**src/rtl/cpu_debug_display_if.sv**
```systemverilog
// Board-side bundle for the CPU debug display: step button, word/flag inputs from the CPU,
// and the step clock plus 7-segment outputs driven back by the display block.
interface cpu_debug_display_if;
  logic        btn_step;
  logic [1:0]  sel;
  logic [15:0] word1;
  logic [15:0] word2;
  logic [15:0] word3;
  logic [15:0] word4;
  logic        reg_wre;
  logic        step_clk;
  logic [3:0]  an;
  logic [6:0]  seg;
  logic        dp;

  modport master (
    output btn_step, sel, word1, word2, word3, word4, reg_wre,
    input  step_clk, an, seg, dp
  );

  modport slave (
    input  btn_step, sel, word1, word2, word3, word4, reg_wre,
    output step_clk, an, seg, dp
  );
endinterface

```
**src/rtl/cpu_debug_display.sv**
```systemverilog
// Debounced single-step clock generator and 4-digit multiplexed hex display of a selected
// CPU debug word, with the RegWre flag shown on the rightmost decimal point.
module cpu_debug_display #(
  parameter int unsigned SCAN_DIV = 50000,
  parameter int unsigned DEBOUNCE = 1000000,
  parameter int unsigned STEP_LOW = 4
) (
  input logic                CLK,
  input logic                Reset,
  cpu_debug_display_if.slave dbg
);

  localparam int unsigned DebW  = $clog2(DEBOUNCE + 1);
  localparam int unsigned ScanW = $clog2(SCAN_DIV);
  localparam int unsigned LowW  = $clog2(STEP_LOW + 1);

  localparam logic [DebW-1:0]  DebLast  = DebW'(DEBOUNCE - 1);
  localparam logic [ScanW-1:0] ScanLast = ScanW'(SCAN_DIV - 1);
  localparam logic [LowW-1:0]  LowLast  = LowW'(STEP_LOW - 1);

  typedef enum logic [0:0] {StIdle, StLow} step_state_e;

  // Button synchronizer and debouncer
  logic            sync1_q, sync2_q;
  logic            stable_q, stable_d, stable_prev_q;
  logic [DebW-1:0] deb_cnt_q, deb_cnt_d;

  always_comb begin
    stable_d  = stable_q;
    deb_cnt_d = '0;
    if (sync2_q != stable_q) begin
      // The new level must be seen for DEBOUNCE consecutive cycles before it is accepted.
      if (deb_cnt_q == DebLast) begin
        stable_d  = sync2_q;
        deb_cnt_d = '0;
      end else begin
        deb_cnt_d = deb_cnt_q + DebW'(1);
      end
    end
  end

  always_ff @(posedge CLK or negedge Reset) begin
    if (!Reset) begin
      sync1_q       <= 1'b0;
      sync2_q       <= 1'b0;
      stable_q      <= 1'b0;
      stable_prev_q <= 1'b0;
      deb_cnt_q     <= '0;
    end else begin
      sync1_q       <= dbg.btn_step;
      sync2_q       <= sync1_q;
      stable_q      <= stable_d;
      stable_prev_q <= stable_q;
      deb_cnt_q     <= deb_cnt_d;
    end
  end

  // Step pulse FSM
  step_state_e     state_q, state_d;
  logic [LowW-1:0] low_cnt_q, low_cnt_d;
  logic            step_clk_q, step_clk_d;
  logic            press;

  assign press = stable_q & ~stable_prev_q;

  always_comb begin
    state_d    = state_q;
    low_cnt_d  = low_cnt_q;
    step_clk_d = 1'b1;
    case (state_q)
      StIdle: begin
        if (press) begin
          state_d   = StLow;
          low_cnt_d = '0;
        end
      end
      StLow: begin
        // Presses seen while low are dropped, not queued.
        if (low_cnt_q == LowLast) begin
          state_d = StIdle;
        end else begin
          low_cnt_d = low_cnt_q + LowW'(1);
        end
      end
      default: state_d = StIdle;
    endcase
    step_clk_d = (state_d == StIdle);
  end

  always_ff @(posedge CLK or negedge Reset) begin
    if (!Reset) begin
      state_q    <= StIdle;
      low_cnt_q  <= '0;
      step_clk_q <= 1'b1;
    end else begin
      state_q    <= state_d;
      low_cnt_q  <= low_cnt_d;
      step_clk_q <= step_clk_d;
    end
  end

  assign dbg.step_clk = step_clk_q;

  // Digit scan and per-frame snapshot
  logic [ScanW-1:0] scan_cnt_q, scan_cnt_d;
  logic [1:0]       idx_q, idx_d;
  logic [15:0]      shadow_q, shadow_d;
  logic             wre_shadow_q, wre_shadow_d;
  logic [15:0]      word_sel;
  logic             tick;

  always_comb begin
    unique case (dbg.sel)
      2'd0: word_sel = dbg.word1;
      2'd1: word_sel = dbg.word2;
      2'd2: word_sel = dbg.word3;
      2'd3: word_sel = dbg.word4;
    endcase
  end

  always_comb begin
    tick         = (scan_cnt_q == ScanLast);
    scan_cnt_d   = tick ? '0 : scan_cnt_q + ScanW'(1);
    idx_d        = tick ? idx_q + 2'd1 : idx_q;
    shadow_d     = shadow_q;
    wre_shadow_d = wre_shadow_q;
    // Snapshot only at the frame wrap so all four digits come from one word.
    if (tick && (idx_q == 2'd3)) begin
      shadow_d     = word_sel;
      wre_shadow_d = dbg.reg_wre;
    end
  end

  function automatic logic [6:0] hex_to_seg(input logic [3:0] v);
    logic [6:0] s;
    unique case (v)
      4'h0: s = 7'b1000000;
      4'h1: s = 7'b1111001;
      4'h2: s = 7'b0100100;
      4'h3: s = 7'b0110000;
      4'h4: s = 7'b0011001;
      4'h5: s = 7'b0010010;
      4'h6: s = 7'b0000010;
      4'h7: s = 7'b1111000;
      4'h8: s = 7'b0000000;
      4'h9: s = 7'b0010000;
      4'hA: s = 7'b0001000;
      4'hB: s = 7'b0000011;
      4'hC: s = 7'b1000110;
      4'hD: s = 7'b0100001;
      4'hE: s = 7'b0000110;
      4'hF: s = 7'b0001110;
    endcase
    return s;
  endfunction

  logic [3:0] an_q, an_d;
  logic [6:0] seg_q, seg_d;
  logic       dp_q, dp_d;
  logic [3:0] nibble;

  always_comb begin
    nibble = shadow_q[{idx_q, 2'b00} +: 4];
    an_d   = ~(4'b0001 << idx_q);
    seg_d  = hex_to_seg(nibble);
    dp_d   = ~((idx_q == 2'd0) & wre_shadow_q);
  end

  always_ff @(posedge CLK or negedge Reset) begin
    if (!Reset) begin
      scan_cnt_q   <= '0;
      idx_q        <= 2'd0;
      shadow_q     <= 16'h0000;
      wre_shadow_q <= 1'b0;
      an_q         <= 4'b1110;
      seg_q        <= 7'b1000000;
      dp_q         <= 1'b1;
    end else begin
      scan_cnt_q   <= scan_cnt_d;
      idx_q        <= idx_d;
      shadow_q     <= shadow_d;
      wre_shadow_q <= wre_shadow_d;
      an_q         <= an_d;
      seg_q        <= seg_d;
      dp_q         <= dp_d;
    end
  end

  assign dbg.an  = an_q;
  assign dbg.seg = seg_q;
  assign dbg.dp  = dp_q;

endmodule

```
**src/flat_wrapper.sv**
```systemverilog
// flat-port wrapper written by rule: the top's interface ports become plain ports
module cpu_debug_display_flat 
#(
  parameter int unsigned SCAN_DIV = 50000,
  parameter int unsigned DEBOUNCE = 1000000,
  parameter int unsigned STEP_LOW = 4
)
  (CLK, Reset, dbg_btn_step, dbg_sel, dbg_word1, dbg_word2, dbg_word3, dbg_word4, dbg_reg_wre, dbg_step_clk, dbg_an, dbg_seg, dbg_dp);
  cpu_debug_display_if dbg_i ();
  input logic CLK;
  input logic Reset;
  input wire logic [$bits(dbg_i.btn_step)-1:0] dbg_btn_step;
  input wire logic [$bits(dbg_i.sel)-1:0] dbg_sel;
  input wire logic [$bits(dbg_i.word1)-1:0] dbg_word1;
  input wire logic [$bits(dbg_i.word2)-1:0] dbg_word2;
  input wire logic [$bits(dbg_i.word3)-1:0] dbg_word3;
  input wire logic [$bits(dbg_i.word4)-1:0] dbg_word4;
  input wire logic [$bits(dbg_i.reg_wre)-1:0] dbg_reg_wre;
  output wire logic [$bits(dbg_i.step_clk)-1:0] dbg_step_clk;
  output wire logic [$bits(dbg_i.an)-1:0] dbg_an;
  output wire logic [$bits(dbg_i.seg)-1:0] dbg_seg;
  output wire logic [$bits(dbg_i.dp)-1:0] dbg_dp;
  assign dbg_i.btn_step = dbg_btn_step;
  assign dbg_i.sel = dbg_sel;
  assign dbg_i.word1 = dbg_word1;
  assign dbg_i.word2 = dbg_word2;
  assign dbg_i.word3 = dbg_word3;
  assign dbg_i.word4 = dbg_word4;
  assign dbg_i.reg_wre = dbg_reg_wre;
  assign dbg_step_clk = dbg_i.step_clk;
  assign dbg_an = dbg_i.an;
  assign dbg_seg = dbg_i.seg;
  assign dbg_dp = dbg_i.dp;
  cpu_debug_display #(.SCAN_DIV(SCAN_DIV), .DEBOUNCE(DEBOUNCE), .STEP_LOW(STEP_LOW)) u_core (.CLK(CLK), .Reset(Reset), .dbg(dbg_i));
endmodule
```
**config.mk**
```make
export PLATFORM = sky130hd
export DESIGN_NAME = cpu_debug_display_flat
export DESIGN_NICKNAME = d
export VERILOG_FILES = /design/src/rtl/cpu_debug_display_if.sv /design/src/rtl/cpu_debug_display.sv /design/src/flat_wrapper.sv
export SDC_FILE = /design/constraint.sdc
export NUM_CORES = 1
export LEC_CHECK = 0
export ABC_CLOCK_PERIOD_IN_PS = 2700
export BUFFER_PORTS_ARGS = -buffer_cell sky130_fd_sc_hd__buf_2
export CAP_MARGIN = 5
export CORE_MARGIN = 10
export CORE_UTILIZATION = 45
export DETAILED_ROUTE_END_ITERATION = 12
export HOLD_SLACK_MARGIN = 0.06
export PLACE_DENSITY = 0.78
export SYNTH_ARGS = -nofsm -noshare
export SYNTH_HDL_FRONTEND = slang
export SYNTH_SLANG_ARGS = --single-unit
```
**constraint.sdc**
```tcl
create_clock -name CLK -period 2.7 [get_ports CLK]
set_clock_uncertainty 0.2 [all_clocks]
set_input_delay 0.54 -clock CLK [delete_from_list [all_inputs] [get_ports CLK]]
set_output_delay 0.54 -clock CLK [all_outputs]
set_load 0.05 [all_outputs]
```
==> impl_metrics.tcl, run 1 <==
set metrics [dict create \
    timing.slew.headroom 0.5779 \
    synth_seq_cells 76 \
    synth_area_mm2 0.003924 \
    rsz0062_at_grt "no" \
    drc_errors 0 \
    max-cap-violations 0 \
    drt_iter0_drc 123 \
    numCtsBuffers 9 \
    p_per_area_mw_per_mm2 526.2 \
    hold_class "in2reg" \
    critPathArrivalTime_ns 2.21 \
    grt_overflow 0 \
    drt_wl_total_mm 8.129 \
    place_hpwl_mm 6.272 \
    seq_area_frac_synth 0.4866 \
    worst_pin_slew_ns 0.6331 \
    layout.cells.most_common_list "buf_2 (81), dfrtp_1 (70), nor2_1 (30)" \
    path_buf_inv 1 \
    grt_pass1_wl_mm 13.94 \
    groute.usage.overall 0.1313 \
    leakagePower_nw 2.106 \
    cp_top_family "multiplexers" \
    fin_setup_tns_ns 0 \
    firstDrtPassIters 4 \
    cts_sinks 76 \
    wire_per_inst_um 15.51 \
    cp-start-kind "flip-flop" \
    initial_core_util 0.4566 \
    syn-mean-instance-area_um2 11.96 \
    cp_max_fo 7 \
    fin_crit_ns 2.133 \
    antenna_found_initial 0 \
    fmax_mhz 468.9 \
    viasPerCell 5.273 \
    status "finished clean" \
    clk_pin_slew_ns 0.07 \
    clkLatencyLatePin_ns 0.35 \
    cpPeakStageDelay_ns 0.63 \
    period_share 0.7898 \
    cts_tree "done" \
    ctsLongestPathBuffers 2 \
    std_cell_rows 34 \
    synth_cell_types 42 \
    grt_pass1_vias 3057 \
    multiInputGateArea_mm2 0.001898 \
    synth_edf_count 0 \
    setup_violations 0 \
    port_buffers 82 \
    path_class "reg2reg" \
    final_common_cell "buf_2" \
    die_w_um 113.4 \
    synth_flop_cell "dfrtp_1" \
    total_power_mw 2.456 \
    layout-drive-gt1-share 0.3654 \
    area.sequential_mm2 0.001909 \
    vias 2763 \
    htree_levels 3 \
    async_flop_share 1.000 \
    crit_required_ns 2.78 \
    end_kind "flip-flop" \
    syn_inst 328 \
    hold_violations 0 \
    report.final.slew_viol_count 0 \
    synth_nets 412 \
    diodes 0 \
    die_area_mm2 0.01286 \
    yosysWarnings 0 \
    crit_chain "mux4_2 > inv_1 > ha_1 > nor2_1 > a21oi_1 > o21a_1" \
    antenna_left 0 \
    cts_setup_buffers 0 \
    place_congestion 0.8201 \
    pin_count 83 \
    coreArea_mm2 0.008593 \
    fillers 749 \
    grt_start_max_net_pins 51 \
    crit_slowest_cell "mux4_2" \
    vdd_drop_max_uv 303.8 \
    holdWs_ns 0.1041 \
    cts_root_buffer "clkbuf_8" \
    die_h_um 113.4 \
    final_net_count 495 \
    area.growth.synth_to_final_pct 18.94 \
]
## cell type report
class,instances,area share
repair buffers,86,0.09812
inverters,15,0.01206
flip-flops and latches,76,0.4091
clock buffers,11,0.02815
well taps,108,0.02895
clock inverters,5,0.01689
multi-input cells,223,0.4067
## layer usage
metal	up-vias	wire (um)	track usage
met5	-	0	0
met3	5	618	0.05669
met1	1332	3493	0.1532
met2	81	3933	0.2131
li1	1345	-	-
met4	0	84	0.04230
## registers in the layout (all words and copies together) (netlist names)
signal / count
u_core.stable_q: 1
u_core.deb_cnt_q: 20
u_core.dbg.step_clk: 1
u_core.dbg.dp: 1
u_core.sync1_q: 1
u_core.shadow_q: 16
u_core.dbg.an: 4
u_core.dbg.seg: 7
u_core.stable_prev_q: 1
u_core.scan_cnt_q: 16
u_core.low_cnt_q: 3
u_core.idx_q: 2
u_core.sync2_q: 1
u_core.state_q: 1
u_core.wre_shadow_q: 1
## repair_timing
item | 4_1_cts | 5_1_grt
gates resized for setup | 0 | 0
hold buffers | 1 | 0
endpoints found under the hold margin | 45 | 0
## cell families (layout without fill, tap and decap cells)
| group | Yosys count | after routing | synth area share |
|---|---|---|---|
| compound gates | 31 | 31 | 0.05006 |
| buf+inv | 29 | 117 | 0.02966 |
| flops | 76 | 76 | 0.4866 |
| mux | 40 | 40 | 0.1722 |
| simple gates | 111 | 111 | 0.1566 |
| xor+xnor | 27 | 27 | 0.06027 |
| fa+ha+maj | 14 | 14 | 0.04464 |
## power breakdown
group          internal, mW  total [mW]  switching [mW]
clock network         0.520       0.917           0.397
logic                 0.146       0.325           0.179
registers              1.19        1.21          0.0257
## synthesized netlist by cell type (7+ instances only)
master    instances  area share
nor2_1           30       0.029
ha_1             14       0.045
mux2_2           20       0.057
inv_1            15       0.014
mux4_2           20        0.11
a21oi_1           9       0.011
clkbuf_1          7      0.0067
nand4_1           7       0.011
xor2_1           13       0.029
o21ai_0           7      0.0089
dfrtp_1          70        0.45
nand2_1          21       0.020
nand3_1          12       0.015
xnor2_1          14       0.031
## worst reg2reg max path: stages, from the launching register on
cell     delay [ns]
dfrtp_1        0.54
mux4_2         0.63
inv_1          0.14
ha_1           0.22
nor2_1         0.06
a21oi_1        0.14
o21a_1         0.13
## through the flow
step           worst slack (ns)  area, um^2  utilization  std cells
4_1_cts                  0.5637        4667       0.5431        524
3_5_place_dp             0.5527        4447       0.5175        507
2_1_floorplan            0.5264        3924            -        328
3_3_place_gp             0.5852        4447       0.5175        507
6_report                 0.5675        4667       0.5431        524
5_1_grt                  0.3897        4667       0.5431        524
## worst paths after layout
kind                                      start                    to  slack (ns)  cells after the start
worst max-delay path            u_core.idx_q[0]     u_core.dbg.seg[3]        0.57                      6
worst min-delay path               dbg_btn_step        u_core.sync1_q        0.10                      1
worst max register to register  u_core.idx_q[0]     u_core.dbg.seg[3]        0.57                      6
worst min register to register   u_core.sync1_q        u_core.sync2_q        0.16                      0
max in group asynchronous                 Reset     u_core.dbg.seg[6]        1.11                      3
min in group asynchronous                 Reset  u_core.deb_cnt_q[17]        0.55                      2
Power figures use the tool's default switching activity.
==> run 2, diff against run 1 <==
--- a/config.mk
+++ b/config.mk
@@ -5,7 +5,7 @@
 export SDC_FILE = /design/constraint.sdc
 export NUM_CORES = 1
 export LEC_CHECK = 0
-export ABC_CLOCK_PERIOD_IN_PS = 2700
+export ABC_CLOCK_PERIOD_IN_PS = 2050
 export BUFFER_PORTS_ARGS = -buffer_cell sky130_fd_sc_hd__buf_2
 export CAP_MARGIN = 5
 export CORE_MARGIN = 10
==> constraint.sdc (replaced) <==
create_clock -name CLK -period 2.05 [get_ports CLK]
set_clock_uncertainty 0.2 [all_clocks]
set_input_delay 0.41 -clock CLK [delete_from_list [all_inputs] [get_ports CLK]]
set_output_delay 0.41 -clock CLK [all_outputs]
set_load 0.05 [all_outputs]
==> run 2 against run 1 <==
  * Highest routed layer unchanged
  * Global-route usage is essentially flat
  * Sequential share of layout area fell by 1.1 points
  * Largest power group unchanged
  * Non-clock buffer count increased by 15
  * Final area up 3.0%
  * Routed wire length grew 1.3%
  * Sequential power increased by 32%
  * Power increased by 33%
  * Flip-flop and latch count unchanged
==> impl_metrics.tcl, run 2 (synthesized netlist as in run 1, its figures left out) <==
set metrics [dict create \
    std_cell_rows 34 \
    end_kind "flip-flop" \
    utilization 0.5596 \
    viasPerCell 5.364 \
    path_class "reg2reg" \
    layout-drive-gt1-share 0.4060 \
    area.growth.synth_to_final_pct 22.54 \
    grt_pass1_vias 3162 \
    pin_count 83 \
    fmax_mhz 510.7 \
    clkLatencyLatePin_ns 0.35 \
    p_per_area_mw_per_mm2 680.6 \
    vdd_drop_max_uv 319.0 \
    drt_wl_total_mm 8.237 \
    setup_violations 0 \
    cts_sinks 76 \
    cp_max_fo 6 \
    dp_cells 519 \
    wl_met2_mm 4.107 \
    diodes 0 \
    max-cap-violations 0 \
    firstDrtPassIters 5 \
    crit_required_ns 2.10 \
    final_cell_area_mm2 0.004808 \
    report.final.slew_viol_count 0 \
    power.switching_uw 817.0 \
    hold_violations 0 \
    cts_tree "done" \
    hold_class "in2reg" \
    rsz0062_at_grt "no" \
    grt_overflow 0 \
    wl_met1_mm 3.297 \
    initial_core_util 0.4566 \
    swShare 0.2497 \
    cp-start-kind "flip-flop" \
    period_share 0.9551 \
    critPathArrivalTime_ns 2.01 \
    place_area_mm2 0.004549 \
    vias 2891 \
    final_net_count 510 \
    seqPwrFrac 0.490 \
    antenna_left 0 \
    numCtsBuffers 9 \
    die_h_um 113.4 \
    reg_top3 "u_core.deb_cnt_q (20), u_core.scan_cnt_q (16), u_core.shadow_q (16)" \
    wire_per_inst_um 15.28 \
    p_int_mw 2.455 \
    drc_errors 0 \
    worst_pin_slew_ns 0.3798 \
    die_w_um 113.4 \
    met3WireLength_um 668 \
    fin_crit_ns 1.958 \
    grt_pass1_wl_mm 14.10 \
    cts_root_buffer "clkbuf_8" \
    htree_levels 3 \
    place_congestion 0.8640 \
    port_buffers 82 \
    status "finished clean" \
    coreArea_mm2 0.008593 \
    clk_pin_slew_ns 0.08 \
    final_common_cell "buf_2" \
    grt_start_max_net_pins 77 \
    ctsLongestPathBuffers 2 \
    timing.slew.headroom 0.7468 \
    largest-register "u_core.deb_cnt_q" \
    fin_cells 539 \
    combPwrFrac 0.136 \
    die_area_mm2 0.01286 \
    layout.cells.most_common_list "buf_2 (82), dfrtp_1 (67), nor2_1 (30)" \
    groute.usage.overall 0.1317 \
    top_layer_used "met4" \
    pwr-share-clk 0.374 \
    drt_iter0_drc 174 \
    antenna_found_initial 0 \
    largest_reg_flops 20 \
    leakagePower_nw 2.166 \
    place_hpwl_mm 6.462 \
]
run 2: cell types whose count changed in the layout (fill, tap and decap cells not counted), sizes merged:
cell         previous run  this run
clkbuf                 11        10
buf                    85        99
clkinv                  3         2
clkinvlp                0         2
dlygate4sd3             1         2
run 2: metal layers:
metal,up-vias,global-route usage
met5,-,0
met1,1405,0.1502
met4,0,0.04907
met3,14,0.05774
met2,92,0.2143
li1,1380,-
run 2: area by class of cell:
type | instances | area, um^2
fill | 737 | 3785
sequential | 76 | 1913
multi-input combinational | 223 | 1904
timing repair buffer | 101 | 583.1
tap | 108 | 135.1
clock buffer | 10 | 127.6
clock inverter | 6 | 88.84
inverter | 15 | 56.30
run 2: power by group through the flow:
stage | registers (mW) | logic [mW] | clock network [mW]
3_5_place_dp | 1.63 | 0.441 | 0
3_3_place_gp | 1.63 | 0.427 | 0
4_1_cts | 1.60 | 0.446 | 1.26
2_1_floorplan | 1.70 | 0.190 | 0
5_1_grt | 1.61 | 0.488 | 1.33
6_report | 1.60 | 0.446 | 1.22
run 2: worst max-delay path, cell delays in order (launching register included):
cell     delay (ns)
dfrtp_2        0.44
mux4_2         0.60
inv_2          0.11
ha_2           0.21
inv_1          0.06
o31ai_1        0.24
run 2: final timing paths:
kind,start,end,slack (ns),depth (start not counted)
max,u_core.idx_q[0],u_core.dbg.seg[0],0.09,5
min,dbg_reg_wre,u_core.wre_shadow_q,0.11,2
max reg2reg,u_core.idx_q[0],u_core.dbg.seg[0],0.09,5
min reg2reg,u_core.sync1_q,u_core.sync2_q,0.16,0
max in group asynchronous,Reset,u_core.dbg.seg[6],0.90,3
min in group asynchronous,Reset,u_core.deb_cnt_q[9],0.42,3
run 2: timing repair:
item / in CTS / in global routing
hold buffers: 2 / 0
buffers inserted: 0 / 2
setup endpoints to repair: 2 / 7
endpoints found under the hold margin: 71 / 0
resized for setup: 1 / 7
run 2: metrics by stage:
| step | power [mW] | setup TNS, ns | hold slack, ns | worst slack, ns |
|---|---|---|---|---|
| final | 3.273 | 0 | 0.1067 | 0.09202 |
| after detailed placement | 2.072 | -0.04911 | 0.1380 | -0.04911 |
| after CTS | 3.313 | 0 | 0.08531 | 0.005490 |
| after global routing | 3.428 | 0 | 0.1042 | 0.002539 |
| after floorplan | 1.894 | 0 | -0.08559 | 0.01074 |
| after global placement | 2.056 | 0 | 0.1447 | 0.06771 |
==> run 3, diff against run 2 <==
--- a/config.mk
+++ b/config.mk
@@ -9,10 +9,10 @@
 export BUFFER_PORTS_ARGS = -buffer_cell sky130_fd_sc_hd__buf_2
 export CAP_MARGIN = 5
 export CORE_MARGIN = 10
-export CORE_UTILIZATION = 45
+export CORE_UTILIZATION = 55
 export DETAILED_ROUTE_END_ITERATION = 12
 export HOLD_SLACK_MARGIN = 0.06
-export PLACE_DENSITY = 0.78
+export PLACE_DENSITY = 0.9
 export SYNTH_ARGS = -nofsm -noshare
 export SYNTH_HDL_FRONTEND = slang
 export SYNTH_SLANG_ARGS = --single-unit
==> run 3 against run 2 <==
  * Utilization grew 14 points
  * Die area is 15% lower
  * Clock power is 12% lower
  * Final cell count decreased by 1.7%
  * Register-to-register slack worse by 0.05 ns
  * Highest routed layer unchanged
==> impl_metrics.tcl, run 3 (synthesized netlist as in run 1, its figures left out) <==
set metrics [dict create \
    status "finished clean" \
    cts_tree "done" \
    std_cell_rows 30 \
    timing.slew.headroom 0.7399 \
    path_buf_inv 1 \
    p_per_area_mw_per_mm2 653.9 \
    cp_max_fo 4 \
    report.final.slew_viol_count 0 \
    die_w_um 104.5 \
    numCtsBuffers 9 \
    drc_errors 0 \
    viasPerCell 5.540 \
    firstDrtPassIters 4 \
    grt_start_max_net_pins 33 \
    area.growth.synth_to_final_pct 22.35 \
    ctsLongestPathBuffers 2 \
    r2r_setup_slack_ns 0.04 \
    hold_class "in2reg" \
    grt_pass1_wl_mm 15.46 \
    die_h_um 104.5 \
    dp_cells 508 \
    fin_crit_ns 2.012 \
    largest_reg_flops 20 \
    vdd_drop_max_uv 361.3 \
    max-cap-violations 0 \
    end_kind "flip-flop" \
    cp-start-kind "flip-flop" \
    place_hpwl_mm 7.011 \
    utilization 0.6989 \
    drt_iter0_drc 152 \
    layout.cells.most_common_list "buf_2 (81), dfrtp_1 (66), nor2_1 (30)" \
    crit_chain "mux4_2 > buf_4 > ha_1 > a22oi_1 > o31ai_2" \
    cts_root_buffer "clkbuf_8" \
    fin_ws_ns 0.03798 \
    antenna_left 0 \
    antenna_found_initial 0 \
    final_net_count 513 \
    final_common_cell "buf_2" \
    path_class "reg2reg" \
    initial_core_util 0.5712 \
    setup_violations 0 \
    worst_pin_slew_ns 0.3902 \
    largest-register "u_core.deb_cnt_q" \
    vias 2936 \
    coreArea_mm2 0.006869 \
    wire_per_inst_um 17.13 \
    die_area_mm2 0.01091 \
    period_share 0.9815 \
    pin_count 83 \
    cpPeakStageDelay_ns 0.57 \
    reg_top3 "u_core.deb_cnt_q (20), u_core.scan_cnt_q (16), u_core.shadow_q (16)" \
    fmax_mhz 497.0 \
    leakagePower_nw 2.173 \
    fin_cells 530 \
    place_congestion 0.8396 \
    grt_overflow 0 \
    clk_pin_slew_ns 0.09 \
    dpl_worst_slack_ns -0.06615 \
    port_buffers 82 \
    clkLatencyLatePin_ns 0.36 \
    htree_levels 3 \
    total_power_mw 3.139 \
    crit_slowest_cell "mux4_2" \
    diodes 0 \
    crit_required_ns 2.10 \
    rsz0062_at_grt "yes" \
    cts_sinks 76 \
    hold_violations 0 \
    cp_top_family "multiplexers" \
    layout-drive-gt1-share 0.4124 \
    drt_wl_total_mm 9.078 \
    grt_pass1_vias 3256 \
    critPathArrivalTime_ns 2.06 \
    groute.usage.overall 0.1716 \
]
## run 3: through the flow
step | TNS (ns) | hold WS [ns] | area (um^2)
after global routing | -0.03057 | 0.07891 | 4801
after detailed placement | -0.06615 | 0.1450 | 4557
after CTS | 0 | 0.06730 | 4780
after floorplan | 0 | -0.08559 | 3934
final | 0 | 0.07895 | 4801
after global placement | 0 | 0.1360 | 4557
## run 3: area by class of cell
class	instances	area, um^2
clock buffers	9	123.9
fillers	459	2068
clock inverters	7	57.56
flip-flops and latches	76	1914
multi-input cells	223	1908
well taps	96	120.1
inverters	15	56.30
repair buffers	104	620.6
## run 3: path summary, 6_finish.rpt
check / from / endpoint / cells past startpoint
max: u_core.idx_q[0] / u_core.dbg.seg[0] / 5
min: dbg_reg_wre / u_core.wre_shadow_q / 2
max reg2reg: u_core.idx_q[0] / u_core.dbg.seg[0] / 5
min reg2reg: u_core.sync1_q / u_core.sync2_q / 0
max in group asynchronous: Reset / u_core.dbg.step_clk / 3
min in group asynchronous: Reset / u_core.dbg.seg[0] / 2
## run 3: timing repair
| item | CTS | global route |
|---|---|---|
| hold buffers | 2 | 0 |
| endpoints found under the setup margin | 2 | 7 |
| setup buffers | 2 | 2 |
| gates resized for setup | 2 | 5 |
| pin swaps | 0 | 1 |
| hold endpoints to repair | 27 | 0 |
## run 3: layer usage
layer	share of wire	vias to the layer above	wire (um)	track usage
li1	-	1378	-	-
met1	0.39	1433	3562	0.1874
met2	0.51	107	4636	0.2892
met3	0.074	18	673	0.06010
met4	0.023	0	205	0.08449
met5	0	-	0	0
## run 3: power breakdown
| part | total [mW] | switching, mW | internal, mW |
|---|---|---|---|
| clock network | 1.07 | 0.613 | 0.456 |
| logic | 0.466 | 0.251 | 0.215 |
| registers | 1.61 | 0.0401 | 1.57 |
| total | 3.14 | 0.904 | 2.24 |
## run 3: worst register-to-register path: stages (launching register included)
cell and delay, ns:
dfrtp_2 0.42, mux4_2 0.57, buf_4 0.17, ha_1 0.21, a22oi_1 0.23, o31ai_2 0.10
